`config.mk`:
```
export PLATFORM = sky130hd
export DESIGN_NAME = nor_seq
export DESIGN_NICKNAME = d
export VERILOG_FILES = /design/src/rtl/nor_seq_pkg.sv /design/src/rtl/dnor.sv /design/src/rtl/nor_seq_nor_vec.sv /design/src/rtl/nor_seq.sv
export SDC_FILE = /design/constraint.sdc
export NUM_CORES = 1
export LEC_CHECK = 0
export ABC_CLOCK_PERIOD_IN_PS = 4400
export CAP_MARGIN = 0
export CORE_MARGIN = 4
export CORE_UTILIZATION = 30
export CTS_CLUSTER_DIAMETER = 80
export DETAILED_ROUTE_END_ITERATION = 7
export PLACE_DENSITY = 0.55
export SLEW_MARGIN = 10
export SYNTH_ARGS = -nofsm -noshare
export SYNTH_HDL_FRONTEND = slang
export SYNTH_SLANG_ARGS = --single-unit
```
`constraint.sdc`:
```
create_clock -name clk -period 4.4 [get_ports clk]
set_clock_uncertainty 0.2 [all_clocks]
set_input_delay 0.44 -clock clk [delete_from_list [all_inputs] [get_ports clk]]
set_output_delay 0.44 -clock clk [all_outputs]
set_load 0.005 [all_outputs]
```
`src/rtl/nor_seq_pkg.sv`:
```
// rtl/nor_seq_pkg.sv - shared types, step counts and micro-program ROM for nor_seq
package nor_seq_pkg;

  typedef enum logic [2:0] {
    OP_NOR  = 3'd0,
    OP_NOT  = 3'd1,
    OP_OR   = 3'd2,
    OP_AND  = 3'd3,
    OP_NAND = 3'd4,
    OP_XNOR = 3'd5,
    OP_XOR  = 3'd6,
    OP_RSV  = 3'd7
  } op_e;

  typedef enum logic [1:0] {ST_IDLE, ST_RUN, ST_DONE} state_e;

  typedef enum logic [2:0] {SRC_A, SRC_B, SRC_T0, SRC_T1, SRC_T2} src_e;

  typedef enum logic [1:0] {DST_T0, DST_T1, DST_T2, DST_Y} dst_e;

  typedef struct packed {
    src_e src_a;
    src_e src_b;
    dst_e dst;
    logic last;
  } uop_t;

  localparam logic [2:0] L_NOR  = 3'd1;
  localparam logic [2:0] L_NOT  = 3'd1;
  localparam logic [2:0] L_OR   = 3'd2;
  localparam logic [2:0] L_AND  = 3'd3;
  localparam logic [2:0] L_NAND = 3'd4;
  localparam logic [2:0] L_XNOR = 3'd4;
  localparam logic [2:0] L_XOR  = 3'd5;

  function automatic logic [2:0] op_len(input op_e op);
    case (op)
      OP_NOR:  return L_NOR;
      OP_NOT:  return L_NOT;
      OP_OR:   return L_OR;
      OP_AND:  return L_AND;
      OP_NAND: return L_NAND;
      OP_XNOR: return L_XNOR;
      OP_XOR:  return L_XOR;
      default: return 3'd1;
    endcase
  endfunction

  function automatic uop_t mk(input src_e s_a, input src_e s_b, input dst_e d);
    uop_t u;
    u.src_a = s_a;
    u.src_b = s_b;
    u.dst   = d;
    u.last  = 1'b0;
    return u;
  endfunction

  // Every program writes a temporary before it reads it, so temps never need clearing.
  function automatic uop_t uop_rom(input op_e op, input logic [2:0] step);
    uop_t u;
    u = mk(SRC_A, SRC_A, DST_Y);
    case (op)
      OP_NOR: u = mk(SRC_A, SRC_B, DST_Y);
      OP_NOT: u = mk(SRC_A, SRC_A, DST_Y);
      OP_OR:
        case (step)
          3'd0:    u = mk(SRC_A, SRC_B, DST_T0);
          default: u = mk(SRC_T0, SRC_T0, DST_Y);
        endcase
      OP_AND, OP_NAND:
        case (step)
          3'd0:    u = mk(SRC_A, SRC_A, DST_T0);
          3'd1:    u = mk(SRC_B, SRC_B, DST_T1);
          3'd2:    u = mk(SRC_T0, SRC_T1, (op == OP_AND) ? DST_Y : DST_T2);
          default: u = mk(SRC_T2, SRC_T2, DST_Y);
        endcase
      OP_XNOR, OP_XOR:
        case (step)
          3'd0:    u = mk(SRC_A, SRC_B, DST_T0);
          3'd1:    u = mk(SRC_A, SRC_T0, DST_T1);
          3'd2:    u = mk(SRC_B, SRC_T0, DST_T2);
          3'd3:    u = mk(SRC_T1, SRC_T2, (op == OP_XNOR) ? DST_Y : DST_T0);
          default: u = mk(SRC_T0, SRC_T0, DST_Y);
        endcase
      default: u = mk(SRC_A, SRC_A, DST_Y);
    endcase
    u.last = (step == (op_len(op) - 3'd1));
    return u;
  endfunction

endpackage

```
`src/rtl/dnor.sv`:
```
// rtl/dnor.sv - single-bit 2-input NOR cell
module dnor (
  input  logic i_a,
  input  logic i_b,
  output logic o_y
);

  assign o_y = ~(i_a | i_b);

endmodule

```
`src/rtl/nor_seq_nor_vec.sv`:
```
// rtl/nor_seq_nor_vec.sv - WIDTH-bit bitwise NOR array built from dnor cells
module nor_vec #(
  parameter int WIDTH = 8
) (
  input  logic [WIDTH-1:0] i_a,
  input  logic [WIDTH-1:0] i_b,
  output logic [WIDTH-1:0] o_y
);

  genvar g;
  generate
    for (g = 0; g < WIDTH; g++) begin : g_bit
      dnor u_dnor (
        .i_a (i_a[g]),
        .i_b (i_b[g]),
        .o_y (o_y[g])
      );
    end
  endgenerate

endmodule

```
`src/rtl/nor_seq.sv`:
```
// rtl/nor_seq.sv - micro-sequenced logic unit on one shared NOR array; NOR_SEQ_PERF_EN adds busy_cycles
module nor_seq
  import nor_seq_pkg::*;
#(
  parameter int WIDTH = 8
) (
  input  logic             clk,
  input  logic             rst_n,
  input  logic             in_valid,
  output logic             in_ready,
  input  logic [2:0]       op,
  input  logic [WIDTH-1:0] a,
  input  logic [WIDTH-1:0] b,
  output logic             out_valid,
  input  logic             out_ready,
  output logic [WIDTH-1:0] y,
  output logic             err
`ifdef NOR_SEQ_PERF_EN
  ,
  output logic [31:0]      busy_cycles
`endif
);

  state_e           r_state;
  state_e           w_next;
  op_e              r_op;
  logic [2:0]       r_step;
  logic [WIDTH-1:0] r_a, r_b, r_t0, r_t1, r_t2, r_y;
  logic             r_err;
  uop_t             w_uop;
  logic [WIDTH-1:0] w_src_a, w_src_b, w_nor;
  logic             w_accept;

  assign w_accept  = in_valid && (r_state == ST_IDLE);
  assign w_uop     = uop_rom(r_op, r_step);
  assign in_ready  = (r_state == ST_IDLE);
  assign out_valid = (r_state == ST_DONE);
  assign y         = r_y;
  assign err       = r_err;

  always_ff @(posedge clk or negedge rst_n) begin
    if (!rst_n) r_state <= ST_IDLE;
    else        r_state <= w_next;
  end

  // Reserved opcode spends one RUN cycle so its latency matches a 1-step program.
  always_comb begin
    w_next = r_state;
    case (r_state)
      ST_IDLE: if (in_valid) w_next = ST_RUN;
      ST_RUN:  if (r_op == OP_RSV || w_uop.last) w_next = ST_DONE;
      ST_DONE: if (out_ready) w_next = ST_IDLE;
      default: w_next = ST_IDLE;
    endcase
  end

  always_comb begin
    w_src_a = r_a;
    case (w_uop.src_a)
      SRC_A:   w_src_a = r_a;
      SRC_B:   w_src_a = r_b;
      SRC_T0:  w_src_a = r_t0;
      SRC_T1:  w_src_a = r_t1;
      SRC_T2:  w_src_a = r_t2;
      default: w_src_a = r_a;
    endcase
  end

  always_comb begin
    w_src_b = r_b;
    case (w_uop.src_b)
      SRC_A:   w_src_b = r_a;
      SRC_B:   w_src_b = r_b;
      SRC_T0:  w_src_b = r_t0;
      SRC_T1:  w_src_b = r_t1;
      SRC_T2:  w_src_b = r_t2;
      default: w_src_b = r_b;
    endcase
  end

  nor_vec #(.WIDTH(WIDTH)) u_nor_vec (
    .i_a (w_src_a),
    .i_b (w_src_b),
    .o_y (w_nor)
  );

  always_ff @(posedge clk or negedge rst_n) begin
    if (!rst_n) begin
      r_op   <= OP_NOR;
      r_step <= '0;
      r_a    <= '0;
      r_b    <= '0;
      r_t0   <= '0;
      r_t1   <= '0;
      r_t2   <= '0;
      r_y    <= '0;
      r_err  <= 1'b0;
    end else if (w_accept) begin
      r_a    <= a;
      r_b    <= b;
      r_op   <= op_e'(op);
      r_step <= '0;
    end else if (r_state == ST_RUN) begin
      r_step <= r_step + 3'd1;
      if (r_op == OP_RSV) begin
        r_y   <= '0;
        r_err <= 1'b1;
      end else begin
        case (w_uop.dst)
          DST_T0: r_t0 <= w_nor;
          DST_T1: r_t1 <= w_nor;
          DST_T2: r_t2 <= w_nor;
          default: begin
            r_y   <= w_nor;
            r_err <= 1'b0;
          end
        endcase
      end
    end
  end

`ifdef NOR_SEQ_PERF_EN
  logic [31:0] r_busy;

  always_ff @(posedge clk or negedge rst_n) begin
    if (!rst_n)                                      r_busy <= '0;
    else if (r_state == ST_RUN && r_busy != '1)      r_busy <= r_busy + 32'd1;
  end

  assign busy_cycles = r_busy;
`endif

endmodule

```
==> results <==
- The fraction of registers with async set/reset is 100%.
- The clock latency on the worst-skew pair is 0.33 ns.
- The worst setup path is captured at a flop.
- The total number of clock tree sinks is 57.
- The count of fill cells added during filler insertion is 1,086.
- The startpoint kind of the worst setup timing path is a flop.
- For this run, the leading register cell type out of synthesis is sky130_fd_sc_hd__dfrtp_1.
- The number of cells in the finished layout apart from fillers is 504.
- The most numerous cell in the Yosys netlist is sky130_fd_sc_hd__dfrtp_1.
- The net switching power is 1.49 mW.
- The worst reg2reg path endpoint is r_t0[1].
- Of the cells placed in the final design, the portion with a size suffix greater than 1 is 12.4%.
- In this run the cell area of the synthesized design comes to 0.00331 mm².
- The clock network burns 14.4% of the power.
- The synthesized netlist cell count is 331.
- The leakage power summed over all cells is 1.62 nW.
- The maximum VDD drop is 0.261 mV.
- The area of all sequential standard cells is 0.00143 mm².
- After detailed placement, the design holds a cell count of 487.
- The final max-slew violation count is 0.
- The initial antenna violation count is 0.
- The worst hold path passes through 2 cells.
- The reported max-cap violation count is 0.
- For the worst setup path, the data required time is 4.42 ns.
- During placement, the flow inserted port buffers numbering 33.
- The combinational power share is 54.9%.
- In this run the count of I/O pins placed on the die edge is 34.
- Counting instances in the post-synthesis netlist gives the leading cell types as sky130_fd_sc_hd__dfrtp_1, sky130_fd_sc_hd__nand2_1, sky130_fd_sc_hd__nor2_1.
- After legalization and detailed placement, the total HPWL measured 6.17 mm.
- The timing-limited maximum frequency is 285 MHz.
- For the worst flop-to-flop path, the logic depth is 8.
- The number of clock buffers inserted by TritonCTS is 9.
- Entering global routing, the biggest net connects 36 pins.
- The synthesized design spends more area on one cell type than any other, namely sky130_fd_sc_hd__dfrtp_1.
- The CTS root buffer is sky130_fd_sc_hd__clkbuf_8.
- The initial utilization of the core area, before any placement, comes to 30.6%.
- In this run the number of H-tree levels came out at 3.
- Once detail routing completed, the nets flagged for antenna violations numbered 0.
- The aggregate negative setup slack is 0 ns.
- After clock tree synthesis, the flow added hold-fix buffers numbering 1.
- The core region is 0.0108 mm².
- In this run the worst path has a maximum fanout of 15.
- Setup repair after global routing left no endpoint under its margin.
- Counting along the longest clock path gives a buffer depth of 2.
- The detailed router's first-iteration violation count is 179.
- Summed over all layers, the routed wires come to 8.67 mm.
- The TritonCTS clock tree is built.
- The die width is 113 µm.
- Clock-pin slew was measured on the worst setup and hold paths at 0.07 ns.
- The repair_antennas step left the layout with diodes totalling 0.
- The final number of hold-violating endpoints is 0.
- The setup slack on the worst flop-to-flop path is 0.89 ns.
- The all-layer global routing usage is 14.5%.
- The DRC violations left is 0.
- The count of synthesis-stage warnings from yosys is 0.
- The final estimated routing congestion in global placement is 0.872.
- The first-pass GRT wire length is 14.7 mm.
- The number of post-CTS setup repair buffers is 0.
- Dividing the detail-routed wire length by the instance count gives 17.2 µm.
- In this run the critical register-to-register path is launched from r_step[0].
- The number of search-and-repair iterations in the first detailed-routing pass is 4.
- The worst endpoint data arrival time is 3.52 ns.
- The worst hold path begins at r_t0[6].
- The internal portion of the total power is 1.84 mW.
- The worst pin sits at a relative slew slack of 41.0%.
- Counting flops and latches in the post-synthesis netlist gives 57.
- In the final layout, the multi-input gates occupy 0.00176 mm².
- The worst-margin pin slew is 0.885 ns.
- The final layout contains 388 nets.
- The post-route minimum period is 3.51 ns.
- Yosys mapped a number of flops with a built-in enable equal to 0.
- The switching part of the total is 44.8%.
- The number of gates resized after cts is 0.
- The worst hold path terminates at r_t0[6].
- The routed layout has 2,688 vias.
- The die is 113 µm tall.
- The relative area change from synthesis to final layout is 18.8%.
- The number of distinct library cell variants in the gate-level netlist after synthesis is 61.
- Registers are responsible for 30.7% of the overall power.
- For this run, the register share of the synthesized area comes to 43.1%.
- Setup violations remaining at the end of the flow were counted as 0.
- Using the TritonRoute via totals, the vias-per-cell ratio works out to 5.33.
- After floorplanning, the core was divided into 38 placement rows.
- The run finished with clean final reports.
- The area of the die is 0.0128 mm².
- The top cell type's share of synthesized area is 43.1%.
- The worst setup path is of the reg2reg kind.
- By area the synthesized netlist is led by sky130_fd_sc_hd__dfrtp_1, sky130_fd_sc_hd__mux2_2, sky130_fd_sc_hd__nand2_1, sky130_fd_sc_hd__o31ai_1, sky130_fd_sc_hd__o41ai_1.
- The worst min-delay path class is reg2reg.
- For this run the aggregate overflow at the end of global routing stands at 0.
- The final worst-path cycle share is 79.7%.
- The total nets after synthesis is 360.
- The synthesized area per cell is 9.99 µm².
- The via count of the first global-routing pass was 2,738.
- For this design the ratio of total power to cell area is 849 mW/mm².
==> registers in the layout (all words and copies together), names as in the netlist <==
register and cells:
r_a 8, r_b 8, r_t0 8, r_t1 8
r_t2 8, y 8, r_op 3, r_step 3
r_state 2, err 1
==> per-stage QoR <==
stage	instance area (µm²)	power, mW	util (%)	hold slack, ns	setup WS [ns]
floorplan	3310	2.36	-	-0.0556	1.15
detailed placement	3730	2.86	34.5	0.251	0.912
global route	3930	3.63	36.4	0.302	0.478
global placement	3730	2.84	34.5	0.248	0.977
CTS	3930	3.36	36.4	0.284	0.901
finish	3930	3.34	36.4	0.280	0.894
==> power by group through the flow <==
stage	clock, mW	combinational (mW)	sequential [mW]
after floorplan	0	1.47	0.887
after global placement	0	1.82	1.03
after detailed placement	0	1.83	1.03
after CTS	0.497	1.84	1.02
after global routing	0.522	2.04	1.07
final	0.480	1.83	1.03
==> critical path, stage by stage, from the launching register on <==
cell and delay, ns:
sky130_fd_sc_hd__dfrtp_1 0.45, sky130_fd_sc_hd__inv_1 0.15, sky130_fd_sc_hd__ha_1 0.27, sky130_fd_sc_hd__nor2b_1 0.45
sky130_fd_sc_hd__o21ai_0 0.19, sky130_fd_sc_hd__a222oi_1 0.33, sky130_fd_sc_hd__o21a_1 0.29, sky130_fd_sc_hd__nand3_1 0.53
sky130_fd_sc_hd__o41ai_1 0.52
==> layout by cell type, fill, tap and decap left out, drive strengths merged, types with 7 or more instances in the layout <==
| cell | n |
|---|---|
| nand2b | 7 |
| a22oi | 9 |
| clkdlybuf4s50 | 32 |
| o41ai | 12 |
| nor2b | 10 |
| a22o | 9 |
| nor2 | 22 |
| and2 | 16 |
| a21oi | 7 |
| mux2 | 20 |
| o31ai | 14 |
| clkbuf | 13 |
| nand2 | 36 |
| o21ai | 9 |
| dfrtp | 57 |
==> layer usage <==
metal / track usage, % / routed length, µm
met5: 0 / 0
met3: 3.74 / 551
met2: 23.3 / 4170
met1: 19.4 / 3870
met4: 3.93 / 74
==> area by class of cell <==
class	instances	share of cell area (%)
flip-flops and latches	57	36.3
clock buffers	13	3.79
well taps	140	4.46
clock inverters	3	1.02
repair buffers	36	8.92
multi-input cells	248	44.8
inverters	7	0.669
==> how the worst max path moves through the flow <==
stage                          from      end  cells past startpoint
after global routing      r_step[0]  r_t1[7]                      9
after global placement      r_op[2]     y[4]                      7
final                     r_step[0]  r_t0[1]                      8
after CTS                 r_step[0]  r_t2[7]                      9
after detailed placement  r_step[0]  r_t2[7]                      9
after floorplan           r_step[1]  r_t0[1]                     12
==> kinds of logic (layout without fill, tap and decap cells) <==
kind of cell / Yosys count / count (layout) / synth area share [%]
simple gates: 117 / 117 / 17.9
compound gates: 99 / 99 / 24.0
flops: 57 / 57 / 43.1
buf+inv: 26 / 59 / 3.63
mux: 23 / 23 / 7.72
fa+ha+maj: 6 / 6 / 2.27
xor+xnor: 3 / 3 / 1.36
Note: power is estimated with default switching activity, not from simulation.
